### config.mk
export PLATFORM = sky130hd
export DESIGN_NAME = uart_rx_param
export DESIGN_NICKNAME = d
export VERILOG_FILES = /design/src/rtl/uart_rx_param_pkg.sv /design/src/rtl/uart_baud_tick.sv /design/src/rtl/uart_rx_param.sv
export SDC_FILE = /design/constraint.sdc
export NUM_CORES = 1
export LEC_CHECK = 0
export CAP_MARGIN = 0
export CELL_PAD_IN_SITES_DETAIL_PLACEMENT = 0
export CELL_PAD_IN_SITES_GLOBAL_PLACEMENT = 1
export CORE_ASPECT_RATIO = 1.25
export CORE_MARGIN = 1.5
export CORE_UTILIZATION = 27
export DETAILED_ROUTE_END_ITERATION = 8
export PLACE_DENSITY_LB_ADDON = 0.12
export SLEW_MARGIN = 25
export SYNTH_ARGS = -nofsm -noshare
export SYNTH_HDL_FRONTEND = slang
export SYNTH_SLANG_ARGS = --single-unit
### constraint.sdc
create_clock -name clk -period 2.05 [get_ports clk]
set_clock_uncertainty 0.15 [all_clocks]
set_input_delay 0.41 -clock clk [delete_from_list [all_inputs] [get_ports clk]]
set_output_delay 0.41 -clock clk [all_outputs]
set_load 0.03 [all_outputs]
### src/rtl/uart_rx_param_pkg.sv
// Shared constants, FSM state encoding and helpers for the parametrised UART receiver.
package uart_rx_param_pkg;

  localparam int PARITY_NONE = 0;
  localparam int PARITY_EVEN = 1;
  localparam int PARITY_ODD  = 2;

  localparam int DEF_OVERSAMPLE = 16;
  localparam int DEF_CLK_DIV    = 4;

  typedef enum logic [2:0] {
    ST_IDLE       = 3'd0,
    ST_START      = 3'd1,
    ST_DATA       = 3'd2,
    ST_PARITY     = 3'd3,
    ST_STOP       = 3'd4,
    ST_BREAK_WAIT = 3'd5
  } rx_state_t;

  function automatic logic maj3(input logic a, input logic b, input logic c);
    return (a & b) | (a & c) | (b & c);
  endfunction

endpackage

### src/rtl/uart_baud_tick.sv
// Free-running sample-tick generator: one-clk pulse every CLK_DIV clks.
// Shared by the parametrised UART receiver and transmitter.
module uart_baud_tick #(
  parameter int CLK_DIV = 4
) (
  input  logic clk,
  input  logic reset,
  output logic tick
);

  localparam int CW = (CLK_DIV > 1) ? $clog2(CLK_DIV) : 1;
  localparam logic [CW-1:0] CNT_LAST = CW'(CLK_DIV - 1);

  logic [CW-1:0] cnt_q;

  always_ff @(posedge clk) begin
    if (reset)                 cnt_q <= '0;
    else if (cnt_q == CNT_LAST) cnt_q <= '0;
    else                       cnt_q <= cnt_q + 1'b1;
  end

  assign tick = (cnt_q == CNT_LAST);

endmodule

### src/rtl/uart_rx_param.sv
// Parametrised UART receiver with majority-vote sampling, false-start and break detection.
// o_valid rises 1 clk after the last stop-bit decision; a frame finishing while o_valid & !i_ready is dropped (o_overrun).
module uart_rx_param
  import uart_rx_param_pkg::*;
#(
  parameter int DATA_WIDTH  = 8,
  parameter int PARITY_MODE = PARITY_EVEN,
  parameter int STOP_BITS   = 1,
  parameter int OVERSAMPLE  = DEF_OVERSAMPLE,
  parameter int CLK_DIV     = DEF_CLK_DIV,
  parameter int SYNC_STAGES = 3
) (
  input  logic                  clk,
  input  logic                  reset,
  input  logic                  serial_in,
  output logic [DATA_WIDTH-1:0] o_data,
  output logic                  o_valid,
  input  logic                  i_ready,
  output logic                  o_parity_err,
  output logic                  o_frame_err,
  output logic                  o_overrun,
  output logic                  o_break,
  output logic                  o_busy
);

  localparam int SCW = $clog2(OVERSAMPLE);
  localparam int IW  = $clog2(DATA_WIDTH + 1);
  localparam int M   = OVERSAMPLE / 2;

  localparam logic [SCW-1:0] SC_LAST = SCW'(OVERSAMPLE - 1);
  localparam logic [SCW-1:0] SC_PRE  = SCW'(M - 1);
  localparam logic [SCW-1:0] SC_MID  = SCW'(M);
  localparam logic [SCW-1:0] SC_DEC  = SCW'(M + 1);
  localparam logic [IW-1:0]  IDX_LAST  = IW'(DATA_WIDTH - 1);
  localparam logic           STOP_LAST = (STOP_BITS == 2);
  localparam logic           ODD_PAR   = (PARITY_MODE == PARITY_ODD);

  // Synchroniser resets to idle-high so reset never looks like a start bit.
  logic [SYNC_STAGES-1:0] sync_q;
  logic                   rx_s;

  always_ff @(posedge clk) begin
    if (reset) sync_q <= '1;
    else       sync_q <= {sync_q[SYNC_STAGES-2:0], serial_in};
  end

  assign rx_s = sync_q[SYNC_STAGES-1];

  logic tick;

  uart_baud_tick #(.CLK_DIV(CLK_DIV)) u_baud_tick (
    .clk   (clk),
    .reset (reset),
    .tick  (tick)
  );

  rx_state_t             state_q, state_n;
  logic [SCW-1:0]        sc_q, sc_n;
  logic [IW-1:0]         idx_q, idx_n;
  logic                  stop_q, stop_n;
  logic [DATA_WIDTH-1:0] data_q, data_n;
  logic [1:0]            samp_q, samp_n;
  logic                  perr_q, perr_n;
  logic                  ferr_q, ferr_n;
  logic                  seen_q, seen_n;

  logic vote, at_dec, at_end, par_exp;
  logic frame_done, brk_det, frame_ferr;

  always_comb begin
    state_n    = state_q;
    sc_n       = sc_q;
    idx_n      = idx_q;
    stop_n     = stop_q;
    data_n     = data_q;
    samp_n     = samp_q;
    perr_n     = perr_q;
    ferr_n     = ferr_q;
    seen_n     = seen_q;
    frame_done = 1'b0;
    brk_det    = 1'b0;
    vote       = maj3(samp_q[0], samp_q[1], rx_s);
    frame_ferr = ferr_q | ~vote;
    par_exp    = (^data_q) ^ ODD_PAR;
    at_dec     = tick && (sc_q == SC_DEC);
    at_end     = tick && (sc_q == SC_LAST);

    if (tick && state_q != ST_IDLE && state_q != ST_BREAK_WAIT) begin
      sc_n = (sc_q == SC_LAST) ? '0 : sc_q + 1'b1;
      if (sc_q == SC_PRE) samp_n[0] = rx_s;
      if (sc_q == SC_MID) samp_n[1] = rx_s;
    end

    case (state_q)
      ST_IDLE: begin
        if (tick && !rx_s) begin
          state_n = ST_START;
          sc_n    = '0;
          perr_n  = 1'b0;
          ferr_n  = 1'b0;
          seen_n  = 1'b0;
        end
      end
      ST_START: begin
        if (at_dec && vote) begin
          state_n = ST_IDLE;
        end else if (at_end) begin
          state_n = ST_DATA;
          idx_n   = '0;
        end
      end
      ST_DATA: begin
        if (at_dec) begin
          for (int i = 0; i < DATA_WIDTH; i++)
            if (idx_q == IW'(i)) data_n[i] = vote;
          seen_n = seen_q | vote;
        end
        if (at_end) begin
          if (idx_q == IDX_LAST) begin
            state_n = (PARITY_MODE == PARITY_NONE) ? ST_STOP : ST_PARITY;
            stop_n  = 1'b0;
          end else begin
            idx_n = idx_q + 1'b1;
          end
        end
      end
      ST_PARITY: begin
        if (at_dec) begin
          seen_n = seen_q | vote;
          if (vote != par_exp) perr_n = 1'b1;
        end
        if (at_end) begin
          state_n = ST_STOP;
          stop_n  = 1'b0;
        end
      end
      ST_STOP: begin
        if (at_dec) begin
          if (!vote) ferr_n = 1'b1;
          seen_n = seen_q | vote;
          // Frame ends at mid-bit of the last stop bit so a back-to-back start edge is not missed.
          if (stop_q == STOP_LAST) begin
            if (!(seen_q | vote)) begin
              brk_det = 1'b1;
              state_n = ST_BREAK_WAIT;
            end else begin
              frame_done = 1'b1;
              state_n    = ST_IDLE;
            end
          end
        end else if (at_end) begin
          stop_n = 1'b1;
        end
      end
      ST_BREAK_WAIT: begin
        if (tick && rx_s) state_n = ST_IDLE;
      end
      default: state_n = ST_IDLE;
    endcase
  end

  always_ff @(posedge clk) begin
    if (reset) begin
      state_q <= ST_IDLE;
      sc_q    <= '0;
      idx_q   <= '0;
      stop_q  <= 1'b0;
      data_q  <= '0;
      samp_q  <= '0;
      perr_q  <= 1'b0;
      ferr_q  <= 1'b0;
      seen_q  <= 1'b0;
    end else begin
      state_q <= state_n;
      sc_q    <= sc_n;
      idx_q   <= idx_n;
      stop_q  <= stop_n;
      data_q  <= data_n;
      samp_q  <= samp_n;
      perr_q  <= perr_n;
      ferr_q  <= ferr_n;
      seen_q  <= seen_n;
    end
  end

  // Output holding register: the held word has priority over a new frame.
  always_ff @(posedge clk) begin
    if (reset) begin
      o_data       <= '0;
      o_valid      <= 1'b0;
      o_parity_err <= 1'b0;
      o_frame_err  <= 1'b0;
      o_overrun    <= 1'b0;
      o_break      <= 1'b0;
    end else begin
      o_overrun <= 1'b0;
      o_break   <= brk_det;
      if (frame_done) begin
        if (!o_valid || i_ready) begin
          o_data       <= data_q;
          o_parity_err <= perr_q;
          o_frame_err  <= frame_ferr;
          o_valid      <= 1'b1;
        end else begin
          o_overrun <= 1'b1;
        end
      end else if (o_valid && i_ready) begin
        o_valid <= 1'b0;
      end
    end
  end

  assign o_busy = (state_q != ST_IDLE);

endmodule

# After elaboration in Yosys (flattened, before gate mapping)
# Index checks and enable logic that the tools add are counted.
[totals]
wordCells = 163
reg_bits = 43
rom_bits = 0
mem_bits_rw = 0
out_inout_bits = 14
latchBits = 0
input_bits = 4
memories = 0
[classes]
n_mux = 44
n_mul = 0
magnitude_cmp = 0
shifts = 0
eq_ne = 37
bitwise = 11
div = 0
n_reduce_logical = 43
addsub = 3
[ops]
columns = ["operator", "n"]
rows = [
  ["4-bit two-way mux", 8],
  ["3-bit two-way mux", 10],
  ["2-bit inequality test, second input constant", 15],
  ["3-bit AND reduction", 9],
  ["4-bit by 3-bit equality test with 1-bit output, second input constant", 5],
  ["1-bit two-way mux", 20],
  ["3-bit one-hot mux with 6 select lines", 1],
  ["4-bit equality test, second input constant", 3],
  ["2-bit nonzero test", 5],
  ["4-bit by 1-bit adder with 4-bit output, second input constant", 2],
  ["4-bit by 2-bit equality test with 1-bit output, second input constant", 2],
  ["1-bit logical AND", 8],
  ["4-bit one-hot mux with 2 select lines", 1],
  ["2-bit AND reduction", 4],
  ["4-bit AND reduction", 2],
  ["8-bit AND reduction", 1],
  ["8-bit parity", 1],
  ["3-bit by 2-bit equality test with 1-bit output, second input constant", 2],
  ["3-bit equality test, second input constant", 2],
  ["3-bit inequality test, second input constant", 2],
  ["1-bit one-hot mux with 2 select lines", 3],
  ["6-bit AND reduction", 1],
  ["3-bit nonzero test", 2],
  ["5-bit AND reduction", 1],
  ["17 further kinds", 28],
]

# Depth between registers and ports, before layout
# Gate-level depths: netlist (run 1).
[logic_depth]
ltp_word = 10
mapped_depth = 8
mapped_depth_nobuf = 7

# Modules after synthesis
# From an unflattened synthesis (run 1), not the netlist that was laid out.
[hier_totals]
hier_cells = 229
hier_area_um2 = 2110.8
[by_module_without_submodules]
columns = ["module", "cells_each", "area_each_um2", "seq_area_each_um2", "n_inst"]
rows = [
  ["uart_rx_param", 224, 2035.7, 820.8, 1],
  ["uart_baud_tick", 5, 75.1, 40.0, 1],
]

# Worst setup path before layout (run 1)
# Ideal clock, no wire load.
[synth_timing]
path_kind = "register -> register"
start = "register u_baud_tick.cnt_q[0]"
end = "register idx_q[3]"
synth_period_minus_slack_ns = 2.186
slack_ns = -0.136
required_ns = 1.830
path_buffers = 1
arrival_ns = 1.965
setup_ns = 0.070
path_stages_with_launch = 8
cell_sequence = "dfxtp_1 ha_1 buf_2 and4b_1 a2111oi_4 o21ai_2 or4_1 a21oi_1"
[synth_via]
elab_chain_cells = 5
word_cells_on_any_way = 8
cone_classes = "4 x eq/ne; 4 x reduce/logical"
[synth_rtl]
columns = ["element", "line_no", "text"]
rows = [
  ["start: declaration", "uart_baud_tick.sv:14", "logic [CW-1:0] cnt_q;"],
  ["start signal: assignment", "uart_baud_tick.sv:19", "else cnt_q <= cnt_q + 1'b1;"],
  ["2-bit equality test *", "uart_baud_tick.sv:22", "assign tick = (cnt_q == CNT_LAST);"],
  ["1-bit logical AND", "uart_rx_param.sv:85", "at_dec = tick && (sc_q == SC_DEC);"],
  ["1-bit logical AND", "uart_rx_param.sv:105", "if (at_dec && vote) begin"],
  ["2-bit inequality test (no source line)", "-", ""],
  ["5-bit AND reduction (no source line) *", "-", ""],
  ["end signal: assignment", "uart_rx_param.sv:176", "idx_q <= idx_n;"],
  ["end: declaration", "uart_rx_param.sv:59", "logic [IW-1:0] idx_q, idx_n;"],
]
# Every way passes the cells marked *; elsewhere a longest branch is shown, timed or not.
# A chain may end at the register's enable or synchronous reset.

# Worst setup path in the final report (run 1)
[layout_timing]
start = "register sc_q[1]"
end = "register idx_q[3]"
[layout_via]
elab_chain_cells = 5
word_cells_on_any_way = 9
cone_classes = "5 x eq/ne; 4 x reduce/logical"
[layout_rtl]
columns = ["element", "line_no", "text"]
rows = [
  ["start: declaration", "uart_rx_param.sv:58", "logic [SCW-1:0] sc_q, sc_n;"],
  ["start signal: assignment", "uart_rx_param.sv:175", "sc_q <= sc_n;"],
  ["4-bit equality test", "uart_rx_param.sv:85", ""],
  ["1-bit logical AND", "uart_rx_param.sv:85", ""],
  ["1-bit logical AND", "uart_rx_param.sv:105", ""],
  ["2-bit inequality test (no source line)", "-", ""],
  ["5-bit AND reduction (no source line) *", "-", ""],
]
# Marks and branches as above.

==> results of run 1 <==
-- cell usage after synthesis, types with 3 or more instances --
cell,number
nor3_1,4
a311oi_1,3
nand3_1,11
dfxtp_1,43
buf_2,4
buf_6,3
o21ai_0,4
nor2_1,28
inv_1,10
xnor2_1,7
a21oi_1,19
nor2b_1,3
mux2i_1,14
clkbuf_1,4
ha_1,8
nand2_1,24
or2_2,4
-- power by group --
part           internal [mW]  leakage (nW)  switching, mW
sequential             0.855         0.350         0.0288
clock                  0.363        0.0581          0.317
combinational          0.147         0.611          0.147
total                   1.37          1.02          0.492
-- layer usage --
metal,part of all wire (%),GRT usage (%),vias to the layer above
met1,45,16.5,808
met3,2.1,2.86,4
met2,51,23.5,17
met5,0,0,-
met4,1.1,4.43,0
li1,-,-,904
-- worst min path at each step --
stage / start / endpoint / slack [ns] / cells past startpoint
2_1_floorplan: sync_q[0] / sync_q[1] / 0.24 / 1
3_5_place_dp: sync_q[0] / sync_q[1] / 0.25 / 1
4_1_cts: sync_q[0] / sync_q[1] / 0.27 / 1
6_report: sync_q[0] / sync_q[1] / 0.27 / 1
5_1_grt: sync_q[0] / sync_q[1] / 0.29 / 1
3_3_place_gp: sync_q[1] / sync_q[2] / 0.25 / 1
-- kinds of logic after synthesis --
family | count (synthesis)
xor gates and xnor gates | 9
muxes | 14
adders and majority gates | 9
AOI/OAI and AO/OA | 43
buffers and inverters | 23
and+or+nand+nor | 92
DFF | 43
-- per-stage QoR --
stage	hold WS [ns]	setup TNS (ns)	instances
CTS	0.273	-0.0657	371
detailed placement	0.248	-0.121	361
global placement	0.248	-0.0455	361
finish	0.266	0	372
floorplan	0.239	-0.0640	233
global route	0.292	-0.721	372
-- layout by cell type, fill, tap and decap left out, types with 6 or more instances in the layout --
master and count:
dfxtp_1 38, clkdlybuf4s50_1 16, nand3_1 11, nand2_1 24, a21oi_1 17, nor2_1 28, xnor2_1 7, ha_1 6
mux2i_1 14, inv_1 9, buf_4 33
-- layout make-up --
type / count / area, um2 / area share [%]
clock buffer: 5 / 68.8 / 2.45
clock inverter: 3 / 43.8 / 1.56
inverter: 10 / 37.5 / 1.34
multi-input combinational: 167 / 1230 / 43.9
sequential: 43 / 867 / 30.9
tap: 92 / 115 / 4.10
timing repair buffer: 52 / 442 / 15.7
-- flip-flops by register name, summed over array words and instances (netlist names) --
name and count:
o_parity_err 1, stop_q 1, o_data 8, o_frame_err 1
idx_q 4, samp_q 2, sync_q 3, o_valid 1
perr_q 1, seen_q 1, u_baud_tick.cnt_q 2, state_q 3
o_overrun 1, sc_q 4, o_break 1, data_q 8
ferr_q 1
-- what timing repair did --
action / 4_1_cts / 5_1_grt
resized for setup: 8 / 21
setup buffers: 2 / 0
cloned: 0 / 1
endpoints found under the setup margin: 11 / 15
pin swaps: 7 / 9
-- worst max-delay path, stage by stage (launching register included) --
cell and delay [ns]:
dfxtp_2 0.34, inv_2 0.05, ha_4 0.15, and4b_2 0.26, a2111oi_4 0.35, o21ai_2 0.14
or4_4 0.42, a21oi_2 0.12
==> metrics.txt, run 1 <==
status=complete, no violations; layout cells sized above 1=27.1%; aggregate global-route resource usage=13.6%; Critical Path Start=sc_q[1]; I/O pin count=18; final worst-path cycle share=99.8%; IO Port Bufs=17; Crit Path Max Fanout=5; Mapped Cells=233; reg2reg start=sc_q[1]; Cell Pwr Density=662 nW/um2; core area=7490 um2; max-slew headroom at the worst pin=60.6%; leakage=1.02 nW; Wirelength per Cell=14.1 um; total die area=8400 um2; initial antenna violation count=0; maxcap violations=0; CP endpoint kind=register; Rows=35; largest family of logic cells by synthesized area=simple AND/OR/NAND/NOR gates; ANT cells=0; Worst Max-Slew Pin Slew=0.587 ns; chip height=102 um; Max Root-Sink Buffers=2; Reg2Reg Depth=7; top_reg_cell synth=dfxtp_1; XOR/XNOR share of the synthesized area=4.36%; final worst slack=0.00451 ns; total power=1.86 mW; initial cell density of the core=28.3%; Final #Nets=291; maximum vdd drop=0.316 mV; aggregate global routing overflow=0; crit start category=register; Place WS=-0.0386 ns; average cell area after synthesis=9.11 um2; largest net degree at the start of global routing=20; Yosys top cell by area=dfxtp_1; crit path DAT=2.13 ns; Cell Area, Synth=2120 um2; clk sinks=43; Worst-path clk slew=0.09 ns; sequential fraction of the synthesis area=40.6%; FMAX=0.489 GHz; Via density=4.66; number of global-route vias before repair=1691; DR iter-0 viols=47; RSZ-0062 raised after global routing=yes; placed wire-length estimate=3.77 mm; DR vias=1733; Util after Layout=37.5%; top cell type's share of synthesized area=40.6%; TritonCTS buffer count=5; yosys warns=0; post-synthesis register bit count=43; Routed WL=5.23 mm; placed cell area=2570 um2; mux cell area share after synthesis=6.60%; worst setup path endpoint=idx_q[3]; die width=82.3 um; Finished Cell Area=2810 um2; H-tree depth=2; Critical Path RT=2.14 ns; post-synthesis compound-gate area fraction=15.3%; Syn Nets=245; clock insertion delay at the later pin of the skew report=0.30 ns; total DRC errors in the routed layout=0; Post-synth EDFFs=0; synth top area cells=dfxtp_1 41%, mux2i_1 6.6%, nor2_1 5.0%; Pre-antenna DRT Iters=4; reg-to-reg endpoint=idx_q[3]; simple-gate area share of the yosys netlist=22.3%; adder-cell area share of the yosys netlist=5.25%; final hold viol count=0; asr flop ratio synth=0%; Tightest Hold Check Type=register to register; Final Max Tran Viols=0; critical path type=register to register; reg2reg setup slack=0.005 ns; post-synth cell types=51; antenna viol nets, final=0; first-pass GRT wire length=8.53 mm; CTS tree=built; Filler cells=779; Area Overhead vs Synth=32.3%; CTS root buffer=clkbuf_8; cts hold-fix bufs=0; # setup viols final=0; RD Place Congestion=0.795; Tmin final=2.05 ns
No activity file was read; power rests on OpenSTA's default activity.
==> run 2: changes to the inputs <==
clock period = 2.14 ns   (was 2.05 ns; I/O delays follow)
==> run 2 against run 1 <==
  * Register-to-register slack barely moved
  * Worst hold slack got worse by 0.0014 ns
  * Count of clock-buffer cells in the layout did not move
  * Combinational power fell by 15%
==> metrics.txt, run 2 (synthesis gave the netlist of run 1 again) <==
status=complete, no violations (unchanged); placed wire-length estimate=3.71 mm (was 3.77 mm); Tightest Hold Check Type=register to register (unchanged); max-slew headroom at the worst pin=58.3% (was 60.6%); Area Overhead vs Synth=29.5% (was 32.3%); Filler cells=747 (was 779); CP top delay family=simple AND/OR/NAND/NOR gates (unchanged); leakage=0.984 nW (was 1.02 nW); max incr delay on CP=0.43 ns (was 0.42 ns); maximum vdd drop=0.326 mV (was 0.316 mV); Via density=4.77 (was 4.66); die width=82.3 um (unchanged); Crit Path Max Fanout=6 (was 5); final worst-path cycle share=99.8% (about the same); Worst Max-Slew Pin Slew=0.622 ns (was 0.587 ns); Tmin final=2.14 ns (was 2.05 ns); RSZ-0062 raised after global routing=yes (unchanged); hold_sp=sync_q[0] (unchanged); Final Max Tran Viols=0 (unchanged); clock network fraction of total power=37.6% (was 36.6%); Max Root-Sink Buffers=2 (unchanged); layout cells sized above 1=23.7% (was 27.1%); P_sw=0.467 mW (was 0.492 mW); total DRC errors in the routed layout=0 (unchanged); final hold viol count=0 (unchanged); ANT cells=0 (unchanged); CP endpoint kind=register (unchanged); clk sinks=43 (unchanged); antenna viol nets, final=0 (unchanged); crit path DAT=2.23 ns (was 2.13 ns); biggest regs=data_q: 8 flops, o_data: 8 flops (unchanged); total die area=8400 um2 (unchanged); placed cell area=2530 um2 (was 2570 um2); Int Pwr=1.29 mW (was 1.37 mW); clock insertion delay at the later pin of the skew report=0.30 ns (about the same); H-tree depth=2 (unchanged); Finished Cell Area=2750 um2 (was 2810 um2); CP bufs+invs=1 (unchanged); Rows=35 (unchanged); I/O pin count=18 (unchanged); aggregate global routing overflow=0 (unchanged); initial antenna violation count=0 (unchanged); combinational power share=14.1% (was 15.8%); core area=7490 um2 (unchanged); IO Port Bufs=17 (unchanged); first-pass GRT wire length=8.18 mm (was 8.53 mm); RD Place Congestion=0.808 (was 0.795); reg2reg start=sc_q[1] (unchanged); Worst-path clk slew=0.09 ns (about the same); Net Sw Frac=26.5% (about the same); aggregate global-route resource usage=13.0% (was 13.6%); Wirelength per Cell=13.7 um (was 14.1 um); Place WS=0.00192 ns (was -0.0386 ns); sequential share of power=48.3% (was 47.6%); largest net degree at the start of global routing=21 (was 20); crit start category=register (unchanged); maxcap violations=0 (unchanged); cts hold-fix bufs=0 (unchanged); CTS root buffer=clkbuf_8 (unchanged); critical path type=register to register (unchanged); Pre-antenna DRT Iters=4 (unchanged); TNS Setup=0 ns (unchanged); commonest non-fill, non-tap cell in the layout=dfxtp_1 (unchanged); FMAX=0.468 GHz (was 0.489 GHz); final worst slack=0.00401 ns (was 0.00451 ns); initial cell density of the core=28.3% (unchanged); Util after Layout=36.7% (was 37.5%); DR vias=1746 (was 1733); Critical Path RT=2.24 ns (was 2.14 ns); DR iter-0 viols=32 (was 47); critical-path cell list=inv_2, ha_4, and4b_2, a2111oi_4, o21ai_2, or4_4, a21oi_2 (unchanged); Cell Pwr Density=641 nW/um2 (was 662 nW/um2); Critical Path Start=sc_q[1] (unchanged); chip height=102 um (unchanged); Routed WL=5.00 mm (was 5.23 mm); slowest CP cell=or4_4 (unchanged); Final #Nets=285 (was 291); commonest cells after routing, fill and taps aside=39 x dfxtp_1, 27 x nor2_1, 27 x buf_4, 24 x nand2_1 (was 38 x dfxtp_1, 33 x buf_4, 28 x nor2_1, 24 x nand2_1, 17 x a21oi_1); CTS tree=built (unchanged); TritonCTS buffer count=5 (unchanged); number of global-route vias before repair=1673 (was 1691); # setup viols final=0 (unchanged); WHS=0.264 ns (was 0.266 ns)
-- run 2: changes by cell type in the layout (fill, tap and decap cells not counted), sizes merged --
cell,change
dlygate4sd2,+1
inv,+1
clkinv,-1
buf,-7
-- run 2: repair_timing --
| item | 4_1_cts | 5_1_grt |
|---|---|---|
| pin swaps | 0 | 9 |
| cloned | 0 | 1 |
| setup endpoints to repair | 3 | 15 |
| buffers inserted | 0 | 2 |
| resized for setup | 4 | 23 |
-- run 2: area by class of cell --
cell class / instances / area, um2 / area share [%]
inverter: 10 / 37.5 / 1.37
multi-input combinational: 167 / 1220 / 44.4
sequential: 43 / 866 / 31.5
timing repair buffer: 46 / 394 / 14.3
clock inverter: 3 / 47.5 / 1.73
clock buffer: 5 / 68.8 / 2.50
tap: 92 / 115 / 4.19
-- run 2: path summary, 6_finish.rpt --
check,to,slack (ns),cells past startpoint
worst max-delay path,idx_q[3],0.004,7
worst min-delay path,sync_q[1],0.26,1
worst min register to register,sync_q[1],0.26,1
worst max register to register,idx_q[3],0.004,7
-- run 2: power by group through the flow --
stage	Sequential, mW	Combinational, mW	Clock, mW
after floorplan	0.842	0.177	0
after global placement	0.863	0.236	0
after detailed placement	0.862	0.234	0
after CTS	0.844	0.230	0.684
after global routing	0.853	0.273	0.724
final	0.850	0.249	0.663
-- run 2: stage by stage --
| step | cells | power [mW] |
|---|---|---|
| 2_1_floorplan | 233 | 1.02 |
| 3_5_place_dp | 355 | 1.10 |
| 4_1_cts | 363 | 1.76 |
| 6_report | 366 | 1.76 |
| 5_1_grt | 366 | 1.85 |
| 3_3_place_gp | 355 | 1.10 |
-- run 2: per-layer routing --
layer / vias up / routed length [um] / share of wire (%) / track usage [%]
met4: 0 / 57 / 1.1 / 4.30
met5: - / 0 / 0 / 0
met2: 25 / 2630 / 53 / 23.1
met1: 824 / 2180 / 44 / 15.0
li1: 893 / - / - / -
met3: 4 / 126 / 2.5 / 3.04
